`config.mk`:
```
export PLATFORM = sky130hd
export DESIGN_NAME = id_stage
export DESIGN_NICKNAME = d
export VERILOG_FILES = /design/src/rtl/id_stage.sv
export SDC_FILE = /design/constraint.sdc
export NUM_CORES = 2
export LEC_CHECK = 0
export BUFFER_PORTS_ARGS = -buffer_cell sky130_fd_sc_hd__buf_2
export CAP_MARGIN = 30
export CORE_ASPECT_RATIO = 1.1
export CORE_UTILIZATION = 58
export CTS_CLUSTER_DIAMETER = 50
export DETAILED_ROUTE_END_ITERATION = 7
export PLACE_DENSITY_LB_ADDON = 0.08
export SLEW_MARGIN = 20
export SYNTH_ARGS = -nofsm -noshare
export SYNTH_HDL_FRONTEND = slang
export SYNTH_SLANG_ARGS = --single-unit
```
`constraint.sdc`:
```
create_clock -name clk1 -period 7.75 [get_ports clk1]
set_clock_uncertainty 0.15 [all_clocks]
set_input_delay 1.1625 -clock clk1 [delete_from_list [all_inputs] [get_ports clk1]]
set_output_delay 1.1625 -clock clk1 [all_outputs]
set_load 0.02 [all_outputs]
```
`src/rtl/id_stage.sv`:
```
// Instruction-decode stage of the RV32I pipeline: register file with write-first
// bypass, control/immediate decode, load-use hazard detection and the ID/EX register.
module id_stage #(
  parameter int XLEN = 32,
  parameter int NREG = 32
) (
  input  logic            clk1,
  input  logic            rst,
  input  logic [XLEN-1:0] IF_PC,
  input  logic [31:0]     IF_instruction,
  input  logic            EX_isBranchTaken,
  input  logic            WB_regWrite,
  input  logic [4:0]      WB_rd,
  input  logic [XLEN-1:0] WB_data,
  output logic            stall,
  output logic            ID_valid,
  output logic [XLEN-1:0] ID_PC,
  output logic [XLEN-1:0] ID_rs1Val,
  output logic [XLEN-1:0] ID_rs2Val,
  output logic [XLEN-1:0] ID_imm,
  output logic [4:0]      ID_rs1,
  output logic [4:0]      ID_rs2,
  output logic [4:0]      ID_rd,
  output logic [2:0]      ID_funct3,
  output logic [3:0]      ID_aluOp,
  output logic            ID_aluSrc,
  output logic            ID_memRead,
  output logic            ID_memWrite,
  output logic            ID_regWrite,
  output logic            ID_memToReg,
  output logic            ID_branch,
  output logic            ID_jump
);

  localparam logic [6:0] OPC_OP     = 7'b0110011;
  localparam logic [6:0] OPC_OPIMM  = 7'b0010011;
  localparam logic [6:0] OPC_LOAD   = 7'b0000011;
  localparam logic [6:0] OPC_STORE  = 7'b0100011;
  localparam logic [6:0] OPC_BRANCH = 7'b1100011;
  localparam logic [6:0] OPC_JAL    = 7'b1101111;
  localparam logic [6:0] OPC_JALR   = 7'b1100111;
  localparam logic [6:0] OPC_LUI    = 7'b0110111;
  localparam logic [6:0] OPC_AUIPC  = 7'b0010111;

  localparam logic [3:0] ALU_ADD   = 4'd0;
  localparam logic [3:0] ALU_SUB   = 4'd1;
  localparam logic [3:0] ALU_SLL   = 4'd2;
  localparam logic [3:0] ALU_SLT   = 4'd3;
  localparam logic [3:0] ALU_SLTU  = 4'd4;
  localparam logic [3:0] ALU_XOR   = 4'd5;
  localparam logic [3:0] ALU_SRL   = 4'd6;
  localparam logic [3:0] ALU_SRA   = 4'd7;
  localparam logic [3:0] ALU_OR    = 4'd8;
  localparam logic [3:0] ALU_AND   = 4'd9;
  localparam logic [3:0] ALU_PASSB = 4'd10;

  // funct7[5] only selects SUB for register-register ops; shifts use it for both forms
  function automatic logic [3:0] alu_op_f(input logic [2:0] f3, input logic f7b5,
                                          input logic is_reg);
    logic [3:0] op;
    case (f3)
      3'b000:  op = (is_reg && f7b5) ? ALU_SUB : ALU_ADD;
      3'b001:  op = ALU_SLL;
      3'b010:  op = ALU_SLT;
      3'b011:  op = ALU_SLTU;
      3'b100:  op = ALU_XOR;
      3'b101:  op = f7b5 ? ALU_SRA : ALU_SRL;
      3'b110:  op = ALU_OR;
      3'b111:  op = ALU_AND;
      default: op = ALU_ADD;
    endcase
    return op;
  endfunction

  logic [XLEN-1:0] regs_r [NREG];
  logic            squash_r;

  logic [6:0]      opcode_s;
  logic [4:0]      rs1_idx_s, rs2_idx_s, rd_idx_s;
  logic [2:0]      funct3_s;
  logic [XLEN-1:0] rs1_val_s, rs2_val_s;
  logic [XLEN-1:0] imm_i_s, imm_s_s, imm_b_s, imm_u_s, imm_j_s, imm_s;
  logic [3:0]      alu_op_s;
  logic            alu_src_s, mem_read_s, mem_write_s, reg_write_s;
  logic            mem_to_reg_s, branch_s, jump_s, uses_rs1_s, uses_rs2_s;
  logic            hazard_s, bubble_s;

  assign opcode_s  = IF_instruction[6:0];
  assign rd_idx_s  = IF_instruction[11:7];
  assign funct3_s  = IF_instruction[14:12];
  assign rs1_idx_s = IF_instruction[19:15];
  assign rs2_idx_s = IF_instruction[24:20];

  assign imm_i_s = {{20{IF_instruction[31]}}, IF_instruction[31:20]};
  assign imm_s_s = {{20{IF_instruction[31]}}, IF_instruction[31:25], IF_instruction[11:7]};
  assign imm_b_s = {{19{IF_instruction[31]}}, IF_instruction[31], IF_instruction[7],
                    IF_instruction[30:25], IF_instruction[11:8], 1'b0};
  assign imm_u_s = {IF_instruction[31:12], 12'h000};
  assign imm_j_s = {{11{IF_instruction[31]}}, IF_instruction[31], IF_instruction[19:12],
                    IF_instruction[20], IF_instruction[30:21], 1'b0};

  // Register file write port; x0 is never written
  always_ff @(posedge clk1 or negedge rst) begin
    if (!rst) begin
      for (int i = 0; i < NREG; i++) regs_r[i] <= '0;
    end else if (WB_regWrite && (WB_rd != 5'd0)) begin
      regs_r[WB_rd] <= WB_data;
    end
  end

  // Operand reads with write-first bypass from writeback
  always_comb begin
    rs1_val_s = '0;
    rs2_val_s = '0;
    if (rs1_idx_s == 5'd0) begin
      rs1_val_s = '0;
    end else if (WB_regWrite && (WB_rd == rs1_idx_s)) begin
      rs1_val_s = WB_data;
    end else begin
      rs1_val_s = regs_r[rs1_idx_s];
    end
    if (rs2_idx_s == 5'd0) begin
      rs2_val_s = '0;
    end else if (WB_regWrite && (WB_rd == rs2_idx_s)) begin
      rs2_val_s = WB_data;
    end else begin
      rs2_val_s = regs_r[rs2_idx_s];
    end
  end

  // Control and immediate decode by opcode
  always_comb begin
    alu_op_s     = ALU_ADD;
    alu_src_s    = 1'b0;
    mem_read_s   = 1'b0;
    mem_write_s  = 1'b0;
    reg_write_s  = 1'b0;
    mem_to_reg_s = 1'b0;
    branch_s     = 1'b0;
    jump_s       = 1'b0;
    uses_rs1_s   = 1'b0;
    uses_rs2_s   = 1'b0;
    imm_s        = '0;
    case (opcode_s)
      OPC_OP: begin
        alu_op_s    = alu_op_f(funct3_s, IF_instruction[30], 1'b1);
        reg_write_s = 1'b1;
        uses_rs1_s  = 1'b1;
        uses_rs2_s  = 1'b1;
      end
      OPC_OPIMM: begin
        alu_op_s    = alu_op_f(funct3_s, IF_instruction[30], 1'b0);
        alu_src_s   = 1'b1;
        reg_write_s = 1'b1;
        uses_rs1_s  = 1'b1;
        imm_s       = imm_i_s;
      end
      OPC_LOAD: begin
        alu_src_s    = 1'b1;
        mem_read_s   = 1'b1;
        mem_to_reg_s = 1'b1;
        reg_write_s  = 1'b1;
        uses_rs1_s   = 1'b1;
        imm_s        = imm_i_s;
      end
      OPC_STORE: begin
        alu_src_s   = 1'b1;
        mem_write_s = 1'b1;
        uses_rs1_s  = 1'b1;
        uses_rs2_s  = 1'b1;
        imm_s       = imm_s_s;
      end
      OPC_BRANCH: begin
        alu_op_s   = ALU_SUB;
        branch_s   = 1'b1;
        uses_rs1_s = 1'b1;
        uses_rs2_s = 1'b1;
        imm_s      = imm_b_s;
      end
      OPC_JAL: begin
        jump_s      = 1'b1;
        reg_write_s = 1'b1;
        imm_s       = imm_j_s;
      end
      OPC_JALR: begin
        jump_s      = 1'b1;
        reg_write_s = 1'b1;
        alu_src_s   = 1'b1;
        uses_rs1_s  = 1'b1;
        imm_s       = imm_i_s;
      end
      OPC_LUI: begin
        alu_op_s    = ALU_PASSB;
        alu_src_s   = 1'b1;
        reg_write_s = 1'b1;
        imm_s       = imm_u_s;
      end
      OPC_AUIPC: begin
        alu_src_s   = 1'b1;
        reg_write_s = 1'b1;
        imm_s       = imm_u_s;
      end
      default: begin
        alu_op_s = ALU_ADD;
        imm_s    = '0;
      end
    endcase
  end

  // Load-use hazard against the load now sitting in ID/EX; flush and squash override it
  always_comb begin
    hazard_s = 1'b0;
    if (ID_valid && ID_memRead && (ID_rd != 5'd0)) begin
      hazard_s = (uses_rs1_s && (ID_rd == rs1_idx_s)) ||
                 (uses_rs2_s && (ID_rd == rs2_idx_s));
    end else begin
      hazard_s = 1'b0;
    end
  end

  assign stall    = rst && hazard_s && !squash_r && !EX_isBranchTaken;
  assign bubble_s = EX_isBranchTaken || squash_r || stall;

  // ID/EX pipeline register; bubbles keep datapath fields but zero valid and control
  always_ff @(posedge clk1 or negedge rst) begin
    if (!rst) begin
      squash_r    <= 1'b0;
      ID_valid    <= 1'b0;
      ID_PC       <= '0;
      ID_rs1Val   <= '0;
      ID_rs2Val   <= '0;
      ID_imm      <= '0;
      ID_rs1      <= 5'd0;
      ID_rs2      <= 5'd0;
      ID_rd       <= 5'd0;
      ID_funct3   <= 3'd0;
      ID_aluOp    <= 4'd0;
      ID_aluSrc   <= 1'b0;
      ID_memRead  <= 1'b0;
      ID_memWrite <= 1'b0;
      ID_regWrite <= 1'b0;
      ID_memToReg <= 1'b0;
      ID_branch   <= 1'b0;
      ID_jump     <= 1'b0;
    end else begin
      squash_r  <= EX_isBranchTaken;
      ID_PC     <= IF_PC;
      ID_rs1Val <= rs1_val_s;
      ID_rs2Val <= rs2_val_s;
      ID_imm    <= imm_s;
      ID_rs1    <= rs1_idx_s;
      ID_rs2    <= rs2_idx_s;
      ID_rd     <= rd_idx_s;
      ID_funct3 <= funct3_s;
      if (bubble_s) begin
        ID_valid    <= 1'b0;
        ID_aluOp    <= 4'd0;
        ID_aluSrc   <= 1'b0;
        ID_memRead  <= 1'b0;
        ID_memWrite <= 1'b0;
        ID_regWrite <= 1'b0;
        ID_memToReg <= 1'b0;
        ID_branch   <= 1'b0;
        ID_jump     <= 1'b0;
      end else begin
        ID_valid    <= 1'b1;
        ID_aluOp    <= alu_op_s;
        ID_aluSrc   <= alu_src_s;
        ID_memRead  <= mem_read_s;
        ID_memWrite <= mem_write_s;
        ID_regWrite <= reg_write_s;
        ID_memToReg <= mem_to_reg_s;
        ID_branch   <= branch_s;
        ID_jump     <= jump_s;
      end
    end
  end

endmodule

```
; Word level (Yosys, flattened, before mapping)
; Cells that the tools add are included.
[classes]
magnitude_cmp = 4
reduce_logical = 28
bitwise = 3
n_mux = 36
eq_ne = 20
[op_table]
columns = op, count
row1 = $bwmux W1024, 1
row2 = $bmux W32 S5, 2
row3 = $mux W32, 9
row4 = $demux W32 S5, 1
row5 = $pmux W32 S5, 1
row6 = $pmux W4 S8, 2
row7 = $eq A7 B6 Y1 const B, 3
row8 = $eq A7 B7 Y1 const B, 3
row9 = $eq A5 B5 Y1, 4
row10 = $ge A6 B6 Y1 const B, 3
row11 = $mux W1, 18
row12 = $not A5 Y6, 3
row13 = $pmux W4 S4, 1
row14 = $eq A7 B5 Y1 const B, 2
row15 = $eq A3 B3 Y1 const B, 4
row16 = $reduce_or A6 Y1, 2
row17 = $logic_and A1 B1 Y1, 11
row18 = $logic_not A5 Y1, 2
row19 = $reduce_bool A5 Y1, 2
row20 = $eq A7 B2 Y1 const B, 1
row21 = $reduce_or A7 Y1, 1
row22 = $eq A3 B2 Y1 const B, 2
row23 = $lt A6 B1 Y1 const B, 1
row24 = $reduce_or A3 Y1, 2
row25 = other kinds (6), 10
[word_totals]
regBits = 1182
out_inout_bits = 159
word_cells = 140

; Depth between registers and ports, before layout
[logic_depth]
depth_word = 11
depth_mapped = 10

; Worst setup path after synthesis
; Ideal clock, no wire load.
[synth_timing]
path_type = in2out
startpoint = input IF_instruction[16]
endpoint = output stall
path_buffers = 4
path_stages = 8
slack_ps = 3599
arrival_ps = 2838
path_cell_list = buf_2 buf_6 clkbuf_1 xor2_1 nor3_1 nand4_1 a221oi_2 buf_2
[synth_via]
elab_chain_len = 7
[synth_rtl]
columns = element, line_no
row1 = start: declaration, 10  ; input logic [31:0] IF_instruction,
row2 = $eq A5 B5 Y1, 214  ; hazard_s = (uses_rs1_s && (ID_rd == rs1_idx_s)) ||
row3 = $logic_and A1 B1 Y1, 214
row4 = $logic_or A1 B1 Y1, 214
row5 = $mux W1, 213  ; if (ID_valid && ID_memRead && (ID_rd != 5'd0)) begin
row6 = $logic_and A1 B1 Y1 (3 in series), 221  ; assign stall = rst && hazard_s && !squash_r && !EX_isBranchTaken;
row7 = end: declaration, 15  ; output logic stall,
; Every way passes these cells.

; Worst setup path after layout
[layout_timing]
startpoint = input IF_instruction[3]
endpoint = output stall
[layout_via]
elab_chain_len = 9
word_cells_on_any_way = 17
classes_between = 6 x eq/ne / 3 x mux / 8 x reduce/logical
[layout_rtl]
columns = element, line_no
row1 = "$eq A7 B5 Y1, or another cell as far along", 144  ; case (opcode_s)
row2 = $reduce_or A6 Y1 (no source line) / $reduce_or A3 Y1 (equally long branches), -
row3 = $mux W1, 144
row4 = $logic_and A1 B1 Y1 (on tied branches), "214, 215"
row5 = $logic_or A1 B1 Y1 *, 214
row6 = $mux W1 *, 213
row7 = $logic_and A1 B1 Y1 * (3 in series), 221
; Mark *: on every way between the ends. The rest lies on a longest branch, timed or not.

==> results.toml <==
[detailed_routing]
first_pass_iters = 7
detail_route.vias_per_cell = 7.15
drtIter0Drc = 3783
ant_nets = 0
totalWireLength_mm = 188
dr_total_vias = 38500
wire_per_inst_um = 34.9
detail_route.drc_violations = 0

[clock_network]
cts_made_buffers = 140
cts_root_buf = "clkbuf_16"
max-clock-path-buffers = 3
cts_tree = "done"
clock-sinks = 1182
clkTransAtPathRegs_ps = 50
htree_levels = 4
cts_setup_buffers = 0
cts.hold.buffers_added = 0
cts_repair_resize_count = 0
clock_latency_ps = 740

[yosys]
synth_top_cell_area_share_pct = 50.0
syn_area_um2 = 59200
yosys.area.top_type = "dfrtp_1"
ys_top_cells_by_area = "dfrtp_1, mux4_2, mux2_1"
syn-instance-count = 3869
avgSynthCellArea_um2 = 15.3
ys_ff_latch = 1182
syn_nets = 3974
number_of_different_library_cells_in_the_post_synthesis_netlist = 59
synthesis.yosys.warnings = 0
synthArstFlopShare_pct = 100
seq_area_frac_synth_pct = 50.0
synth-edff-count = 0
top_flip_flop_cell_by_instance_count_after_synthesis = "dfrtp_1"

[global_route]
grt_max_degree = 187
grt_pass1_wl_mm = 277
overflow = 0
grt_antenna_before_repair = 6
grt_util_all_layers_pct = 37.1
first_global_vias = 40700

[flow_run]
drv_cap = 0

[sta]
finalSetupTns_ps = 0
fin_crit_sh_pct = 61.9
worstMarginPinSlew_ps = 1090
grt_setup_unrepaired = "no"
period_minus_slack_ps = 4800
worst_hold_slack_ps = 243
worst_slew_margin_rel_pct = 27.0
finalSetupViolations = 0
fmaxAchievable_mhz = 208
report.final.slew_viol_count = 0
final_hold_viol_count = 0

[worst_setup_path]
critical_path_buf_inv_count = 2
worstReg2RegStart = "ID_rd[2]$_DFF_PN0_"
timing.reg2reg.worst_path_depth = 5
critPathTopFamily = "simple AND/OR/NAND/NOR gates"
critPathKind = "input pin to output pin"
path_max_fanout = 12
timing.reg2reg.setup_slack_ps = 5470
worst_path_max_delay_cell = "a221oi_2"
path_common_cell = "buf_2"
cp_data_required_time_ps = 6440
cpPeakStageDelay_ps = 780
timing.critical_path.to_type = "output pin"
crit_chain = "buf_2 > nand4bb_1 > nor3b_2 > a21oi_1 > a221oi_2 > buf_2"
cp-start-kind = "input pin"
worst-endpoint-arrival_ps = 3490
rr_endpoint = "ID_branch$_DFF_PN0_"

[final_layout]
area.growth.synth_to_final_pct = 11.6
stdcell_count = 5388
final_nets = 4034
drive_above_1_share_pct = 38.6
final_core_area_utilization_pct = 65.5

[floorplanning]
design.die.area_um2 = 103000
die_h_um = 337
start_util_pct = 58.7
pin_count = 264
floorplan.rows = 122
fp.dieW_um = 307
floorplan.core_area_um2 = 101000

[place]
numPlacedInstances = 5149
routabilityCongestion = 0.867
dpl.hpwl_mm = 109
numPortBuffers = 263

[run_status]
outcome = "completed"

[hold_path]
worstHoldEndpoint = "regs_r[1015]$_DFFE_PN0P_"
hp-class = "flip-flop to flip-flop"
worstHoldStart = "regs_r[1015]$_DFFE_PN0P_"
min_path_cells = 0

[power_and_ir_drop]
irDropWorstVdd_v = 0.000222
power.static_leakage_nw = 29.7
power_per_cell_area_nw_per_um2 = 271
[synthesized netlist by cell type (3+ instances only)]
cell type,count
a21o_1,20
a22oi_1,141
a22o_1,5
mux4_2,480
dfrtp_1,1182
o21ai_1,5
buf_6,6
mux2_2,454
mux2_1,538
a41oi_1,4
buf_4,13
xor2_1,6
buf_1,64
mux2i_1,130
buf_12,4
a311oi_1,5
nand2b_1,13
nand2_1,31
a211oi_1,18
a211o_1,64
buf_2,71
nand3_1,8
nor2_1,29
o211ai_1,4
clkbuf_1,276
o21ai_0,16
nor3b_1,18
a221oi_1,40
a221o_1,16
o21bai_1,4
and2_1,4
nand3b_1,5
xnor2_1,12
a21oi_1,83
nor3_1,25
or2_2,3
nor2b_1,45
[cells by family (layout without fill, tap and decap cells)]
kind of cell,count (synthesis),after routing,share of synthesized area (%)
muxes,1602,1602,39.3
DFF,1182,1182,50.0
buffers and inverters,438,588,3.21
AOI/OAI and AO/OA,437,437,5.44
and+or+nand+nor,191,191,1.77
xor gates and xnor gates,19,19,0.294
other,0,5,0
[cell usage in the layout (no fill, tap or decap), types with 5 or more instances in the layout]
cell | Yosys | routed
nor2_1 | 29 | 9
clkinv_2 | 0 | 18
a221oi_1 | 40 | 40
nor3_1 | 25 | 23
nor2_4 | 0 | 20
nor2b_4 | 0 | 5
mux2_2 | 454 | 454
mux2i_1 | 130 | 130
clkbuf_1 | 276 | 26
diode_2 | 0 | 5
nand2_1 | 31 | 16
a211o_1 | 64 | 64
mux2_1 | 538 | 538
clkbuf_16 | 0 | 145
xnor2_1 | 12 | 12
mux4_2 | 480 | 480
a21o_1 | 20 | 20
a22oi_1 | 141 | 141
buf_4 | 13 | 80
a21oi_1 | 83 | 83
buf_2 | 71 | 254
xor2_1 | 6 | 6
nand2b_1 | 13 | 13
a22o_1 | 5 | 5
clkbuf_8 | 0 | 19
o21ai_0 | 16 | 16
nand2_2 | 0 | 15
bufinv_16 | 0 | 11
buf_12 | 4 | 10
nor3b_1 | 18 | 18
a221o_1 | 16 | 16
dfrtp_1 | 1182 | 1182
nand3b_1 | 5 | 5
buf_8 | 1 | 5
nand3_1 | 8 | 8
nor2b_1 | 45 | 40
a211oi_1 | 18 | 18
[worst reg2reg max path: stages, from the launching register on]
cell and delay (ps):
dfrtp_1 450, xor2_1 180, nor3_1 270, nand4_1 140, a221oi_2 800, nor3b_1 130
[registers in the layout, summed over array words and instances, names as in the netlist, 3 cells and up]
register,flops
ID_rd,5
ID_aluOp,4
ID_PC,32
ID_imm,32
ID_rs2,5
regs_r,1024
ID_rs1,5
ID_funct3,3
ID_rs2Val,32
ID_rs1Val,32
[through the flow]
step / area [µm²] / worst slack (ps) / power (mW)
after global placement: 61400 / 3110 / 11.2
after floorplan: 59200 / 3600 / 10.3
final: 66100 / 2950 / 17.9
after CTS: 66000 / 3050 / 18.0
after global routing: 66100 / 2860 / 18.6
after detailed placement: 61500 / 3070 / 11.4
[where the power goes]
group | internal, mW | switching, mW
combinational | 1.82 | 1.47
sequential | 7.28 | 0.834
clock | 3.95 | 2.58
[metal layers]
metal | track usage (%) | up-vias | wire length, µm
met2 | 58.5 | 2061 | 89700
met5 | 0 | - | 20
met1 | 49.3 | 20800 | 72600
met4 | 18.3 | 2 | 9420
li1 | - | 15100 | -
met3 | 8.23 | 542 | 16400
[worst max-delay path by stage]
stage | startpoint | endpoint | slack (ps) | depth (start not counted)
2_1_floorplan | IF_instruction[16] | stall | 3600 | 8
3_3_place_gp | IF_instruction[17] | stall | 3110 | 6
3_5_place_dp | IF_instruction[17] | stall | 3070 | 6
4_1_cts | IF_instruction[3] | stall | 3050 | 6
5_1_grt | IF_instruction[3] | stall | 2860 | 6
6_report | IF_instruction[3] | stall | 2950 | 6
[area by class of cell]
cell class	count	area (µm²)
inverter	3	11.3
timing repair buffer	353	2240
fill	7135	34800
clock buffer	190	3990
antenna	5	12.5
multi-input combinational	2249	28000
clock inverter	42	534
sequential	1182	29600
tap	1364	1710
Note: power is estimated with default switching activity, not from simulation.
